**src/rtl/cpu_sequencer.sv**
```systemverilog
// Fetch/execute timing sequencer. It runs FETCH0..FETCH2, then a variable-length EXEC phase, with HALT and a sticky FAULT state.
// Optional macro SINGLE_STEP_EN adds Step_Mode/Step_Go for single-instruction stepping.
module cpu_sequencer #(
    parameter int STEP_W   = 3,
    parameter int WAIT_MAX = 15,
    parameter int CNT_W    = 16
) (
    input  logic              Clock,
    input  logic              Reset,
    input  logic              Stop,
    input  logic              Con_FF,
    input  logic              Mem_Ack,
    input  logic [STEP_W-1:0] Exec_Len,
    input  logic              Exec_Wait,
    input  logic              Con_Sample,
`ifdef SINGLE_STEP_EN
    input  logic              Step_Mode,
    input  logic              Step_Go,
`endif
    output logic              Run,
    output logic              Halted,
    output logic              Fault,
    output logic              Ph_Fetch0,
    output logic              Read_Req,
    output logic              Ph_Fetch2,
    output logic              Exec_Valid,
    output logic [STEP_W-1:0] Step,
    output logic              Cond,
    output logic [CNT_W-1:0]  Instr_Count
);

    typedef enum logic [2:0] {
        S_FETCH0,
        S_FETCH1,
        S_FETCH2,
        S_EXEC,
        S_HALT,
        S_FAULT
    } state_t;

    localparam int                WAIT_W    = 8;
    localparam logic [WAIT_W-1:0] WAIT_LAST = WAIT_W'(WAIT_MAX - 1);

    state_t            state, state_nxt;
    logic [WAIT_W-1:0] wait_cnt, wait_cnt_nxt;
    logic [STEP_W-1:0] step_q, step_nxt;
    logic [STEP_W-1:0] len_q, len_nxt, len_eff;
    logic              len_fresh, len_fresh_nxt;
    logic              cond_q, cond_nxt;
    logic [CNT_W-1:0]  count_q, count_nxt;
    logic              last_step;
    logic              halt_exit;
    logic              retire_to_halt;

    // NOTE: every register here, including the latched length, has a defined reset value.
    // The sequencer must restart cleanly from any state, FAULT included.
    always_ff @(posedge Clock or negedge Reset) begin
        if (!Reset) begin
            state     <= S_FETCH0;
            wait_cnt  <= '0;
            step_q    <= '0;
            len_q     <= STEP_W'(1);
            len_fresh <= 1'b0;
            cond_q    <= 1'b0;
            count_q   <= '0;
        end else begin
            // NOTE: non-blocking so all registers update from the same pre-edge values.
            state     <= state_nxt;
            wait_cnt  <= wait_cnt_nxt;
            step_q    <= step_nxt;
            len_q     <= len_nxt;
            len_fresh <= len_fresh_nxt;
            cond_q    <= cond_nxt;
            count_q   <= count_nxt;
        end
    end

    // The first EXEC cycle decides on the live Exec_Len. Later cycles use the latched copy.
    always_comb begin
        len_eff   = len_fresh ? ((Exec_Len == '0) ? STEP_W'(1) : Exec_Len) : len_q;
        last_step = (step_q == len_eff - STEP_W'(1));
`ifdef SINGLE_STEP_EN
        halt_exit      = !Stop && Step_Go;
        retire_to_halt = Stop || Step_Mode;
`else
        halt_exit      = !Stop;
        retire_to_halt = Stop;
`endif
    end

    always_comb begin
        // NOTE: defaults first, so a branch that assigns nothing keeps the value and no latch forms.
        state_nxt     = state;
        wait_cnt_nxt  = wait_cnt;
        step_nxt      = step_q;
        len_nxt       = len_q;
        len_fresh_nxt = len_fresh;
        cond_nxt      = cond_q;
        count_nxt     = count_q;

        case (state)
            S_FETCH0: begin
                if (Stop) begin
                    state_nxt = S_HALT;
                end else begin
                    state_nxt    = S_FETCH1;
                    wait_cnt_nxt = '0;
                end
            end
            S_FETCH1: begin
                // An acknowledge on the final allowed cycle still counts as a successful fetch.
                if (Mem_Ack) begin
                    state_nxt = S_FETCH2;
                end else if (wait_cnt == WAIT_LAST) begin
                    state_nxt = S_FAULT;
                end else begin
                    wait_cnt_nxt = wait_cnt + WAIT_W'(1);
                end
            end
            S_FETCH2: begin
                state_nxt     = S_EXEC;
                step_nxt      = '0;
                len_fresh_nxt = 1'b1;
            end
            S_EXEC: begin
                if (Con_Sample) begin
                    cond_nxt = Con_FF;
                end
                if (len_fresh) begin
                    len_nxt       = len_eff;
                    len_fresh_nxt = 1'b0;
                end
                if (!Exec_Wait) begin
                    if (last_step) begin
                        step_nxt  = '0;
                        count_nxt = count_q + CNT_W'(1);
                        state_nxt = retire_to_halt ? S_HALT : S_FETCH0;
                    end else begin
                        step_nxt = step_q + STEP_W'(1);
                    end
                end
            end
            S_HALT: begin
                if (halt_exit) begin
                    state_nxt = S_FETCH0;
                end
            end
            S_FAULT: begin
                state_nxt = S_FAULT;
            end
            default: begin
                state_nxt = S_FAULT;
            end
        endcase
    end

    assign Run         = (state == S_FETCH0) || (state == S_FETCH1) ||
                         (state == S_FETCH2) || (state == S_EXEC);
    assign Halted      = (state == S_HALT);
    assign Fault       = (state == S_FAULT);
    assign Ph_Fetch0   = (state == S_FETCH0);
    assign Read_Req    = (state == S_FETCH1);
    assign Ph_Fetch2   = (state == S_FETCH2);
    assign Exec_Valid  = (state == S_EXEC);
    assign Step        = step_q;
    assign Cond        = cond_q;
    assign Instr_Count = count_q;

endmodule

```
**config.mk**
```make
export PLATFORM = sky130hd
export DESIGN_NAME = cpu_sequencer
export DESIGN_NICKNAME = d
export VERILOG_FILES = /design/src/rtl/cpu_sequencer.sv
export SDC_FILE = /design/constraint.sdc
export NUM_CORES = 1
export LEC_CHECK = 0
export CAP_MARGIN = 10
export CORE_MARGIN = 4
export CORE_UTILIZATION = 45
export DETAILED_ROUTE_END_ITERATION = 7
export PLACE_DENSITY = 0.72
export SYNTH_ARGS = -nofsm -noshare
export SYNTH_HDL_FRONTEND = slang
export SYNTH_SLANG_ARGS = --single-unit
```
**constraint.sdc**
```tcl
create_clock -name Clock -period 2.5 [get_ports Clock]
set_clock_uncertainty 0.05 [all_clocks]
set_input_delay 0.5 -clock Clock [delete_from_list [all_inputs] [get_ports Clock]]
set_output_delay 0.5 -clock Clock [all_outputs]
set_load 0.05 [all_outputs]
```
==> flow_summary_export.csv <==
group,metric,value,unit
setup_path,critPathCaptureType,"flop",
yosys,synth_warnings,0,
finish,diodes,0,
grt,track_usage,17.35,%
sta,setup_slack,146.9,ps
sta,post-route-period-util,94.12,%
sta,hold_violations,0,
setup_path,critPathBufInv,2,
setup_path,cp_top_family,"multiplexers",
setup_path,cp_cell_sequence,"mux2i_1 > ha_2 > xnor2_2 > xnor2_1 > nand2_1 > nor4_4 > buf_4 > buf_12 > mux2_2",
sta,fin_crit,2353,ps
drt,ant_nets,0,
placement,place.gp.congestion,0.8405,
finish,final_cells,268,
yosys,synthTopCellsByArea,"dfrtp_1 (47%), xnor2_1 (8.3%), nand4_1 (4.5%), xor2_1 (3.9%), ha_1 (3.5%)",
finish,fin_util,63.67,%
drt,route.detailed.drc,0,
grt,grt_pass1_wl,7.100,mm
finish,fillers,284,
yosys,yosysUniqueCellTypes,35,
clocking,clkLatencyLatePin,280,ps
sta,slew_headroom,65.87,%
floorplanning,coreArea,3771,um^2
worst_hold_path,hold_path_class,"flop to flop",
floorplanning,dieArea,5071,um^2
placement,dpl_worst_slack,-284.6,ps
clocking,tritoncts,"built",
finish,area_growth,33.54,%
setup_path,critPathLaunchType,"flop",
setup_path,worst_ep_arrival_time,2460,ps
drt,viasPerCell,5.623,
setup_path,worst_ep_required_time,2610,ps
clocking,cts-buffers-inserted,5,
floorplanning,boundaryPins,37,
drt,totalWireLength,4.033,mm
finish,mostFrequentLayoutCell,"dfrtp_1",
finish,fin_nets,236,
sta,worstMarginPinSlew,510.3,ps
setup_path,crit_slowest_cell,"dfrtp_1",
grt,antenna_found_initial,0,
floorplanning,start_util,47.68,%
setup_path,path_class,"flop to flop",
power,p_total,2255,uW
clocking,clk_pin_slew,60,ps
clocking,htree_levels,2,
job,drv_cap,0,
power,power_density,939.1,nW/um^2
floorplanning,rows,22,
yosys,yosysTopAreaCellShare,47.32,%
sta,maxSlewViolCount,0,
sta,max_freq,425.0,MHz
run_status,status,"complete, no violations",
clocking,clock-sinks,35,
grt,gr-total-overflow,0,
grt,grt_start_max_net_pins,36,
setup_path,cpPeakStageDelay,530,ps
yosys,synth_fp_nets,188,
finish,drive_gt1_share,15.00,%
power,p_leak,0.001106,uW
yosys,ys_ff_latch,35,
placement,hpwl,2.870,mm
sta,setup_violations,0,
setup_path,path_max_fanout,8,
yosys,synth_area_leader_cell,"dfrtp_1",
clocking,cts_root_buf,"clkbuf_8",
floorplanning,dieWidth,71.21,um
yosys,avgSynthCellArea,10.39,um^2
drt,routedWlPerCell,15.05,um
power,ir_drop,0.0004825,V
drt,via_count,1507,
floorplanning,die_h,71.21,um
sta,whs,437.8,ps
yosys,ys_seq_area_share,48.78,%
drt,dr.pass1.iters,4,
clocking,ctsLongestPathBuffers,2,
placement,numPortBuffers,36,
yosys,synthCells,173,
finish,final_cell_mix,"dfrtp_1 (34), clkdlybuf4s50_1 (27), xnor2_1 (16)",
drt,drtIter0Drc,164,
yosys,syn_area,1798,um^2
grt,grt_pass1_vias,1550,
placement,dp_cells,259,
## flip-flops by register name (all words and copies together), names as in the netlist
name and cells:
len_q 3, Step 3, state 3, Instr_Count 16, Cond 1, len_fresh 1, wait_cnt 8
## path summary, 6_finish.rpt
kind | start | endpoint | depth (start not counted) | slack [ps]
setup / recovery | len_fresh$_DFFE_PN0P_ | Instr_Count[1]$_DFFE_PN0P_ | 9 | 150
hold / removal | Instr_Count[15]$_DFFE_PN0P_ | Instr_Count[15]$_DFFE_PN0P_ | 1 | 440
setup reg to reg | len_fresh$_DFFE_PN0P_ | Instr_Count[1]$_DFFE_PN0P_ | 9 | 150
hold reg to reg | Instr_Count[15]$_DFFE_PN0P_ | Instr_Count[15]$_DFFE_PN0P_ | 1 | 440
min in group asynchronous | Reset | state[0]$_DFFE_PN0P_ | 2 | 580
max in group asynchronous | Reset | len_q[0]$_DFFE_PN1P_ | 2 | 1470
## layout make-up
type,instances,area (um^2),area share (%)
inverters,7,26.28,1.094
multi-input cells,127,897.1,37.36
flip-flops and latches,35,877.1,36.53
clock buffers,6,72.57,3.022
repair buffers,45,467.9,19.49
well taps,48,60.06,2.501
## metal layers
metal  wire [um]  track usage [%]
met1        1743            22.46
met2        1937            26.94
met3         282            5.750
met4          69            6.681
met5           0                0
## timing repair
action / CTS / global route
hold endpoints to repair: 0 / 0
cloned: 0 / 1
pin swaps: 0 / 7
setup endpoints to repair: 1 / 16
gates resized for setup: 1 / 8
hold buffers: 0 / 0
buffers inserted: 0 / 2
## metrics by stage
stage / instance area (um^2) / setup TNS, ps
after floorplan: 1798 / 0
after global placement: 2252 / -2605
after detailed placement: 2252 / -3866
after CTS: 2327 / 0
after global routing: 2401 / -3.553
final: 2401 / 0
## where the power goes
part	internal, uW	total (uW)	switching [uW]
registers	691	868	177
clock network	185	365	180
logic	404	1020	618
## synth_stat cells, drive strengths merged
cell type / number
o311ai: 1
buf: 2
nor2b: 1
and3: 6
a31oi: 1
and4: 2
nor2: 15
a221oi: 1
nand3: 6
dfstp: 1
o31ai: 2
nand2: 12
xnor2: 17
nor3: 8
nor4: 2
nand4: 13
o22ai: 2
ha: 5
clkbuf: 2
dfrtp: 34
or2: 1
o41ai: 1
nor3b: 1
inv: 7
nand4b: 1
nand2b: 2
mux2i: 3
xor2: 8
and2: 2
mux2: 5
a21oi: 2
o21a: 1
o21ai: 6
## kinds of logic (layout without fill, tap and decap cells)
logic type	count (synthesis)	count (layout)	synth area share (%)
AO/OA/AOI/OAI	17	17	5.985
flip-flops	35	35	48.78
buffers and inverters	11	58	2.784
AND/OR/NAND/NOR	72	72	21.99
XOR/XNOR	25	25	12.18
multiplexers	8	8	4.802
adder cells (fa/ha/maj)	5	5	3.479
Power figures use the tool's default switching activity.
